--- config.mk ---
export PLATFORM = sky130hd
export DESIGN_NAME = rom_arbiter
export DESIGN_NICKNAME = d
export VERILOG_FILES = /design/src/rtl/rom_arbiter.sv
export SDC_FILE = /design/constraint.sdc
export NUM_CORES = 1
export LEC_CHECK = 0
export ABC_AREA = 1
export CAP_MARGIN = 20
export CORE_MARGIN = 2
export CORE_UTILIZATION = 34
export DETAILED_ROUTE_END_ITERATION = 7
export DONT_BUFFER_PORTS = 1
export PLACE_DENSITY_LB_ADDON = 0.25
export SLEW_MARGIN = 20
export SYNTH_ARGS = -nofsm -noshare
export SYNTH_HDL_FRONTEND = slang
export SYNTH_SLANG_ARGS = --single-unit
--- constraint.sdc ---
create_clock -name clk -period 3.17 [get_ports clk]
set_input_delay 0.951 -clock clk [delete_from_list [all_inputs] [get_ports clk]]
set_output_delay 0.951 -clock clk [all_outputs]
set_load 0.1 [all_outputs]
--- src/rtl/rom_arbiter.sv ---
// rom_arbiter: round-robin arbiter sharing one combinational boot ROM between an
// instruction-fetch port (if_*) and a data-load port (d_*).
//   clk, rst_n                       : clock, asynchronous active-low reset
//   if_req/if_addr -> if_gnt         : fetch request, byte address, same-cycle grant
//   if_rvalid/if_rdata/if_err        : registered response one cycle after if_gnt
//   d_req/d_addr -> d_gnt, d_rvalid/d_rdata/d_err : same for the data port
//   rom_addr -> rom_data             : byte address to ROM, combinational word back
`ifndef MXLEN
`define MXLEN 32
`endif
module rom_arbiter #(
  parameter int unsigned ROM_COL_MAX = 32,
  parameter int unsigned IF_LE_SWAP  = 1
) (
  input  logic              clk,
  input  logic              rst_n,
  input  logic              if_req,
  input  logic [31:0]       if_addr,
  output logic              if_gnt,
  output logic              if_rvalid,
  output logic [`MXLEN-1:0] if_rdata,
  output logic              if_err,
  input  logic              d_req,
  input  logic [31:0]       d_addr,
  output logic              d_gnt,
  output logic              d_rvalid,
  output logic [`MXLEN-1:0] d_rdata,
  output logic              d_err,
  output logic [31:0]       rom_addr,
  input  logic [`MXLEN-1:0] rom_data
);
  typedef enum logic [1:0] {IDLE, RESP_IF, RESP_D} state_t;
  state_t state, state_d;
  logic last_d, gnt_if, gnt_d, sel_err, err_q;
  logic [31:0] sel_addr;
  logic [`MXLEN-1:0] swapped, rdata_d, rdata_q;
  // last_d=1 means the data port won most recently, so fetch wins the next tie;
  // gating with rst_n keeps grants and rom_addr at zero while reset is held
  assign gnt_if = rst_n & if_req & (~d_req | last_d);
  assign gnt_d = rst_n & d_req & (~if_req | ~last_d);
  assign if_gnt = gnt_if;
  assign d_gnt = gnt_d;
  assign sel_addr = gnt_if ? if_addr : gnt_d ? d_addr : '0;
  assign rom_addr = sel_addr;
  assign sel_err = (sel_addr[1:0] != 2'b00) | ({2'b00, sel_addr[31:2]} >= ROM_COL_MAX);
  always_comb begin
    swapped = '0;
    for (int i = 0; i < `MXLEN / 8; i++) swapped[8*i +: 8] = rom_data[`MXLEN-8-8*i +: 8];
  end
  assign rdata_d = sel_err ? '0 : (gnt_if && IF_LE_SWAP != 0) ? swapped : rom_data;
  always_comb begin
    state_d = IDLE;
    state_d = gnt_if ? RESP_IF : gnt_d ? RESP_D : state_d;
  end
  always_ff @(posedge clk or negedge rst_n) begin
    if (!rst_n) begin
      state <= IDLE;
      last_d <= 1'b1;
      rdata_q <= '0;
      err_q <= 1'b0;
    end else begin
      state <= state_d;
      if (gnt_if | gnt_d) begin
        last_d <= gnt_d;
        rdata_q <= rdata_d;
        err_q <= sel_err;
      end
    end
  end
  assign if_rvalid = state == RESP_IF;
  assign d_rvalid = state == RESP_D;
  assign if_rdata = if_rvalid ? rdata_q : '0;
  assign d_rdata = d_rvalid ? rdata_q : '0;
  assign if_err = if_rvalid & err_q;
  assign d_err = d_rvalid & err_q;
endmodule
==> reports/metrics.cfg, run 1 <==
[routing]
firstDrtPassIters = 4
ant_nets = 0
wl_per_cell_um = 13.9
wl_um = 10000
vias_per_cell = 4.97
drc = 0
drtIter0Drc = 115
vias = 3565

[cells_and_area]
antenna_cells = 0
post-route-util_pct = 55.6
fin_nets = 709
area_growth_pct = 58.9
seq_area_sq_um = 902
final_cell_area_sq_mm = 0.00483
layout-drive-gt1-share_pct = 35.2
n_fill_cell = 840
multi_input_area_sq_mm = 0.00190

[place]
port_buffers = 0
place_hpwl_um = 7780
placed_area_sq_mm = 0.00473
gp_congestion = 0.845

[sta]
tightest_slew_ns = 0.556
fin_crit_sh_pct = 88.4
hold_viol = 0
holdWs_ns = 0.338
tns_ns = 0
skew_ns = 0.0108
slew_headroom_pct = 62.9
period_needed_ns = 2.80
setup_violations = 0
rsz0062_at_grt = false
drv_slew = 0
max_freq_ghz = 0.357

[synth]
ys_warn_count = 0
synth_compound_area_share_pct = 11.3
yosys.area_share.simple_pct = 40.3
netlist_instances = 520
syn_nets = 620
yosysSeqAreaShare_pct = 29.7
synth_adder_area_share_pct = 0
synthMuxAreaShare_pct = 0
syn_area_per_cell_sq_um = 5.84
synth_area_leader_cell = dfrtp_1
synthTopCellsByArea = dfrtp_1 (29%), nand2_1 (15%), nand3_1 (13%)
synth.ff_latch_count = 36
synth_cell_type_count = 23
synth-xor-area-share_pct = 0
synth_area_sq_mm = 0.00304
yosysTopAreaCellShare_pct = 28.8
synth_top_family_by_area = simple AND/OR/NAND/NOR gates

[clocking]
cts_setup_buffers = 0
h-tree-depth = 2
cts_tree = built
cts.hold.buffers_added = 0
cts_resized = 0
clkSinkCount = 36
clockRootBuffer = clkbuf_8
cts_made_buffers = 5
clock_latency_ns = 0.30
clk_pin_slew_ns = 0.08
clockBufferDepth = 2

[critical_path]
end_kind = output pin
arrival_ns = 1.85
cp_max_fo = 38
required_ns = 2.22
worstSetupStartpointType = primary input
crit_type = primary input to output pin
crit_slowest_cell = buf_4
path_cells = nand2_1, inv_2, buf_4, nand3_1, nand2_1, buf_4
critPathMaxStageDelay_ns = 0.29

[die]
die_area_sq_mm = 0.00971
rows = 34
core_area_sq_mm = 0.00868
die_h_um = 98.5
die_w_um = 98.5
ioPinCount = 202
start_util_pct = 35.0

[min_path]
hold_class = primary input to async pin

[power_and_ir_drop]
powerDensity_mw_per_mm2 = 321
vdd_ir_drop_max_v = 0.000223
p_leak_uw = 0.00244
total_power_uw = 1550

[global_routing]
grt_max_degree = 39
first_global_vias = 3411
grt_pass1_wl_um = 16500
grt_remaining_overflow = 0
grt_usage_pct = 20.6
grt_antenna_before_repair = 0

[job]
maxCapViolCount = 0

[status]
status = finished clean

sequential cells by signal, indices dropped and copies added (netlist names):
name / flops
last_d: 1
rdata_q: 32
state: 2
err_q: 1
synth_stat cells, drive strengths merged:
cell,count
a22o,5
and2,1
buf,21
clkbuf,12
clkinv,1
dfrtp,35
dfstp,1
inv,104
nand2,128
nand3,79
nand4,4
nor2,78
o211ai,17
o21ai,33
o22ai,1
layout make-up:
cell class	count	area share, %
multi-input combinational	346	39.4
timing repair buffer	115	29.0
sequential	36	18.7
inverter	105	8.16
tap	108	2.80
clock buffer	6	1.71
clock inverter	2	0.207
cell usage in the layout, fill, tap and decap left out:
cell type | netlist | layout
clkinv_1 | 1 | 1
clkbuf_8 | 0 | 6
nand2_2 | 3 | 7
dfrtp_1 | 35 | 35
buf_12 | 0 | 43
dfstp_2 | 1 | 1
nand4_1 | 4 | 4
a22o_1 | 5 | 5
nor2_1 | 75 | 8
o211ai_1 | 17 | 17
buf_4 | 6 | 72
inv_2 | 12 | 13
nor2_2 | 1 | 38
o22ai_2 | 0 | 1
and2_0 | 1 | 1
inv_1 | 92 | 91
nor2_4 | 2 | 32
nand2_1 | 125 | 121
o21ai_1 | 2 | 2
nand3_1 | 79 | 79
clkinv_2 | 0 | 2
o21ai_0 | 31 | 31
stage by stage:
stage,std cells,setup WS (ns)
after floorplan,520,-0.448
after global placement,710,0.449
after detailed placement,710,0.386
after CTS,718,0.381
after global routing,718,0.266
final,718,0.369
worst max-delay path: cells and delay by family:
family / cells / cell delay, ns
simple gates: 3 / 0.27
buf+inv: 3 / 0.62
worst paths after layout:
| check | startpoint | endpoint | slack, ns | depth (start not counted) |
|---|---|---|---|---|
| max | rst_n | rom_addr[27] | 0.37 | 6 |
| min reg2reg | rdata_q[3] | rdata_q[3] | 0.48 | 2 |
| min in group clk | rdata_q[3] | rdata_q[3] | 0.48 | 2 |
| min | rst_n | rdata_q[13] | 0.34 | 0 |
| max reg2reg | last_d | rdata_q[27] | 0.85 | 13 |
| max in group asynchronous | rst_n | last_d | 2.65 | 0 |
where the power goes:
part           total (uW)  switching [uW]  internal, uW  leakage, uW
sequential            474            5.48           469     0.000493
clock                 347             173           174    0.0000510
combinational         726             537           189      0.00190
total                1550             716           831      0.00244
routing by layer:
| metal | track usage (%) | wire, um |
|---|---|---|
| met4 | 5.90 | 206 |
| met2 | 36.8 | 5150 |
| met1 | 24.8 | 3880 |
| met5 | 0 | 0 |
| met3 | 4.40 | 768 |
cells by family (layout without fill, tap and decap cells):
kind of cell           Yosys count  count (layout)
buffers and inverters          138             228
flip-flops                      36              36
AO/OA/AOI/OAI                   56              56
AND/OR/NAND/NOR                290             290
Note: power is estimated with default switching activity, not from simulation.
==> run 2, diff against run 1 <==
DONT_BUFFER_PORTS = default   (was 1)
==> run 2 against run 1 <==
  * Via count up 19%
  * Design area increased by 36%
  * Utilization increased by 20 points
  * Setup slack got worse by 0.14 ns
  * Cell count up 19%
  * Count of clock-buffer cells in the layout decreased by 1
  * Routed wire length rose by 25%
  * Clock skew decreased by 0.0019 ns
  * Critical endpoint is now rom_addr[15]
  * Largest cell class is now buffers
  * Highest routed layer unchanged
==> reports/metrics.cfg, run 2 (synthesized netlist as in run 1, its figures left out) <==
[cells_and_area]
fin_nets = 847  ; +19%
area_growth_pct = 115
largest_reg_flops = 32  ; unchanged
antenna_cells = 0  ; unchanged
final_cell_mix = nand2_1 (99), clkdlybuf4s50_1 (96), inv_1 (91)
reg.largest.list = rdata_q: 32 flops, state: 2 flops
layout-drive-gt1-share_pct = 32.8  ; -2.5 points
final_common_cell = nand2_1
top_register = rdata_q

[routing]
wl_um = 12500  ; +25%
drc = 0  ; unchanged
wl_per_cell_um = 14.6  ; +4.5%
drtIter0Drc = 184  ; +60%
vias_per_cell = 4.97  ; +0.14%
firstDrtPassIters = 4  ; unchanged
vias = 4256  ; +19%
ant_nets = 0  ; unchanged

[sta]
rsz0062_at_grt = false
tightest_slew_ns = 0.565  ; +0.00848 ns
hold_viol = 0  ; unchanged
tns_ns = 0  ; unchanged
fin_crit_sh_pct = 92.9  ; +4.5 points
setup_violations = 0  ; unchanged
drv_slew = 0  ; unchanged
period_needed_ns = 2.94  ; +0.143 ns
slew_headroom_pct = 62.1  ; -0.80 points
skew_ns = 0.00884  ; -0.00194 ns
max_freq_ghz = 0.340  ; -4.8%

[die]
die_h_um = 98.5  ; unchanged
die_w_um = 98.5  ; unchanged
ioPinCount = 202  ; unchanged
die_area_sq_mm = 0.00971  ; unchanged
rows = 34  ; unchanged
core_area_sq_mm = 0.00868  ; unchanged
start_util_pct = 35.0  ; unchanged

[global_routing]
grt_max_degree = 37  ; -5.1%
grt_pass1_wl_um = 20100  ; +22%
grt_antenna_before_repair = 0  ; unchanged
grt_usage_pct = 25.2  ; +4.7 points
grt_remaining_overflow = 0  ; unchanged
first_global_vias = 4411  ; +29%

[clocking]
clk_pin_slew_ns = 0.07  ; about the same
cts_made_buffers = 5  ; unchanged
h-tree-depth = 2  ; unchanged
cts_tree = built
clock_latency_ns = 0.29  ; about the same
clockRootBuffer = clkbuf_8
clkSinkCount = 36  ; unchanged
clockBufferDepth = 2  ; unchanged

[job]
maxCapViolCount = 0  ; unchanged

[power_and_ir_drop]
total_power_uw = 1810  ; +17%
p_leak_uw = 0.00312  ; +28%
powerDensity_mw_per_mm2 = 277  ; -14%
vdd_ir_drop_max_v = 0.000186  ; -16%

[critical_path]
cp_max_fo = 23  ; -39%
end_kind = output pin
required_ns = 2.22  ; about the same
worstSetupStartpointType = primary input
reg2reg_depth = 13  ; unchanged
arrival_ns = 1.99  ; +0.14 ns
crit_type = primary input to output pin

[min_path]
hold_class = flop to flop
hold_depth = 2

[place]
gp_congestion = 0.953  ; +13%
place_hpwl_um = 9710  ; +25%
port_buffers = 201  ; +201

[status]
status = finished clean

run 2: changes by cell type in the layout (fill, tap and decap cells not counted), sizes merged:
| cell | previous run | this run |
|---|---|---|
| buf | 115 | 152 |
| clkdlybuf4s50 | 0 | 96 |
| clkinvlp | 0 | 4 |
| dlygate4sd2 | 0 | 1 |
| dlymetal6s2s | 0 | 1 |
| inv | 104 | 103 |
run 2: path summary, 6_finish.rpt:
kind | start | end | slack, ns
setup / recovery | if_req | rom_addr[15] | 0.23
hold / removal | rdata_q[8] | rdata_q[8] | 0.48
setup reg to reg | last_d | rdata_q[21] | 1.06
hold reg to reg | rdata_q[8] | rdata_q[8] | 0.48
max in group asynchronous | rst_n | last_d | 2.03
min in group asynchronous | rst_n | rdata_q[25] | 0.81
run 2: area by class of cell:
type                    count  area (sq um)
flip-flops and latches     36           902
clock buffers               5          68.8
clock inverters             3          23.8
well taps                 108           135
repair buffers            251          3100
multi-input cells         346          1900
inverters                 105           404
repair inverters            2          15.0
fillers                   636          2130
run 2: layer usage:
layer  share of wire, %  track usage (%)
met5                  0                0
met4                4.5             11.4
met3                7.6             5.67
met2                 52             46.5
met1                 36             27.4
run 2: worst max-delay path, stage by stage:
cell and delay [ns]:
dlygate4sd2_1 0.26, nand2_2 0.15, buf_12 0.19, nand3_1 0.14, nand2_2 0.12, buf_12 0.17
run 2: stage by stage:
| stage | hold WS (ns) | setup slack, ns | area, sq um | cells | util, % |
|---|---|---|---|---|---|
| after detailed placement | 0.466 | -0.105 | 6300 | 843 | 72.6 |
| after global routing | 0.509 | 0.157 | 6540 | 856 | 75.4 |
| after global placement | 0.463 | -0.0361 | 6300 | 843 | 72.6 |
| final | 0.482 | 0.227 | 6540 | 856 | 75.4 |
| after CTS | 0.487 | -0.0270 | 6480 | 854 | 74.7 |
| after floorplan | 0.449 | -0.448 | 3300 | 520 | - |
run 2: what timing repair did:
action                                  in CTS  in global routing
hold buffers                                 0                  0
setup buffers                                1                  1
pin swaps                                    2                  4
endpoints found under the setup margin      12                 32
cloned                                       2                  1
gates resized for setup                     27                  7
run 2: power by group:
| group | internal, uW | switching, uW | total [uW] |
|---|---|---|---|
| combinational | 393 | 612 | 1010 |
| sequential | 468 | 5.10 | 474 |
| clock | 156 | 176 | 332 |
==> run 3, diff against run 2 <==
--- a/config.mk
+++ b/config.mk
@@ -12,4 +12,5 @@
 export DETAILED_ROUTE_END_ITERATION = 7
 export PLACE_DENSITY_LB_ADDON = 0.25
+export SKIP_LAST_GASP = 1
 export SLEW_MARGIN = 20
 export SYNTH_ARGS = -nofsm -noshare
==> constraint.sdc (replaced) <==
create_clock -name clk -period 3.17 [get_ports clk]
set_input_delay 0.634 -clock clk [delete_from_list [all_inputs] [get_ports clk]]
set_output_delay 0.634 -clock clk [all_outputs]
set_load 0.1 [all_outputs]
==> run 3 against run 2 <==
  * Critical path depth stayed put
  * Flip-flop and latch count stayed put
  * Design area is 11% lower
  * Fmax is 0.43% lower
  * Register-to-register slack worse by 0.24 ns
  * Combinational power is 12% lower
  * Routed wire length is 11% lower
  * Total power is 0.58% lower
  * Non-clock buffer count is 37 lower
  * Count of clock-buffer cells in the layout is 2 higher
  * Largest cell class unchanged
  * Setup slack worse by 0.013 ns
  * Via count is 7.4% lower
==> reports/metrics.cfg, run 3 (synthesized netlist as in run 1, its figures left out) <==
[place]
port_buffers = 201  ; unchanged
place_hpwl_um = 9050  ; -6.9%
gp_congestion = 0.901  ; -5.5%
dpl_worst_slack_ns = 0.178  ; +0.283 ns
placed_area_sq_mm = 0.00568  ; -9.9%

[sta]
setup_violations = 0  ; unchanged
slew_headroom_pct = 64.3  ; +2.2 points
max_freq_ghz = 0.338  ; -0.43%
hold_viol = 0  ; unchanged
fin_crit_sh_pct = 93.3  ; +0.40 points
drv_slew = 0  ; unchanged
rsz0062_at_grt = false
tightest_slew_ns = 0.533  ; -0.0321 ns
skew_ns = 0.00507  ; -0.00377 ns
setup_ws_ns = 0.214  ; -0.0126 ns
period_needed_ns = 2.96  ; +0.0126 ns

[critical_path]
r2r-start = last_d
worstSetupStartpointType = primary input
end_kind = output pin
critPathMaxStageDelay_ns = 0.44  ; +0.18 ns
r2r_slack_ns = 0.82  ; -0.24 ns
reg2reg_depth = 12  ; -1
required_ns = 2.54  ; +0.32 ns
path_cells = clkdlybuf4s50_1, nand2_2, nand2_2, inv_2, a22o_1, buf_12
crit_type = primary input to output pin
crit_slowest_cell = clkdlybuf4s50_1
arrival_ns = 2.32  ; +0.33 ns
cp_max_fo = 24  ; +4.3%
r2r-end = rdata_q[5]
cp_common_cell = nand2_2

[cells_and_area]
final_cell_area_sq_mm = 0.00580  ; -11%
fin_nets = 808  ; -4.6%
reg.largest.list = rdata_q: 32 flops, state: 2 flops
largest_reg_flops = 32  ; unchanged
area_growth_pct = 91.1
final_common_cell = nand2_1
layout-drive-gt1-share_pct = 25.1  ; -7.6 points
final_cell_mix = nand2_1 (125), clkdlybuf4s50_1 (98), inv_1 (91)
antenna_cells = 0  ; unchanged
top_register = rdata_q
n_fill_cell = 741  ; +17%

[routing]
vias = 3939  ; -7.4%
top_layer = met4
wl_met1_um = 4220  ; -6.4%
wl_um = 11100  ; -11%
vias_per_cell = 4.82  ; -3.0%
drc = 0  ; unchanged
drtIter0Drc = 117  ; -36%
wl_met3_um = 791  ; -17%
firstDrtPassIters = 4  ; unchanged
wl_met2_um = 5910  ; -8.3%
wl_per_cell_um = 13.5  ; -7.1%
ant_nets = 0  ; unchanged

[die]
rows = 34  ; unchanged
ioPinCount = 202  ; unchanged
start_util_pct = 35.0  ; unchanged
die_area_sq_mm = 0.00971  ; unchanged
core_area_sq_mm = 0.00868  ; unchanged
die_w_um = 98.5  ; unchanged
die_h_um = 98.5  ; unchanged

[clocking]
cts_resized = 0  ; -100%
clk_pin_slew_ns = 0.08  ; about the same
clockRootBuffer = clkbuf_8
clock_latency_ns = 0.29  ; about the same
cts.hold.buffers_added = 0  ; unchanged
cts_setup_buffers = 0  ; -1
clockBufferDepth = 2  ; unchanged
clkSinkCount = 36  ; unchanged
cts_tree = built
h-tree-depth = 2  ; unchanged
cts_made_buffers = 5  ; unchanged

[job]
maxCapViolCount = 0  ; unchanged

[status]
status = finished clean

[min_path]
hold_class = flop to flop
hold_depth = 2  ; unchanged
hp-start = rdata_q[1]
hold-path-endpoint = rdata_q[1]

[global_routing]
grt_usage_pct = 22.2  ; -3.0 points
grt_pass1_wl_um = 17900  ; -11%
grt_antenna_before_repair = 0  ; unchanged
grt_max_degree = 37  ; unchanged
first_global_vias = 3809  ; -14%
grt_remaining_overflow = 0  ; unchanged

[power_and_ir_drop]
powerDensity_mw_per_mm2 = 310  ; +12%
p_leak_uw = 0.00289  ; -7.5%
vdd_ir_drop_max_v = 0.000176  ; -5.5%

run 3: layout make-up:
| cell class | count | area, sq um | share of cell area [%] |
|---|---|---|---|
| repair buffers | 214 | 2590 | 44.6 |
| multi-input cells | 346 | 1660 | 28.6 |
| flip-flops and latches | 36 | 902 | 15.5 |
| inverters | 105 | 394 | 6.79 |
| well taps | 108 | 135 | 2.33 |
| clock buffers | 7 | 96.3 | 1.66 |
| clock inverters | 1 | 30.0 | 0.517 |
run 3: worst max-delay path by stage:
stage,start,end,slack [ns],depth (start not counted)
3_3_place_gp,d_req,err_q,0.25,11
6_report,d_req,rom_addr[2],0.21,6
3_5_place_dp,d_req,rdata_q[13],0.18,12
4_1_cts,d_req,rom_addr[2],0.22,6
2_1_floorplan,state[0],d_rdata[10],-0.14,4
5_1_grt,d_req,rom_addr[28],0.06,7
run 3: critical path: cells and delay by family:
family	cells	cell delay (ns)
and+or+nand+nor	2	0.60
AOI/OAI and AO/OA	1	0.21
buffers and inverters	3	0.85
run 3: power breakdown:
part	leakage (uW)	switching [uW]	internal, uW
Sequential	0.000493	5.14	469
Combinational	0.00233	562	323
Clock	0.0000645	164	278
Total	0.00289	731	1070
run 3: per-layer routing:
layer	track usage [%]	vias up
met5	0	-
met4	5.16	0
met3	4.26	8
met2	41.0	167
met1	26.7	1791
li1	-	1973
run 3: metrics by stage:
step	instances	total power, uW	util [%]	setup TNS (ns)	hold WS (ns)
CTS	817	1810	66.9	0	0.486
global placement	809	1360	65.4	0	0.465
finish	817	1800	66.9	0	0.482
global route	817	1870	66.9	0	0.506
floorplan	520	1010	-	-4.21	0.338
detailed placement	809	1370	65.4	0	0.465
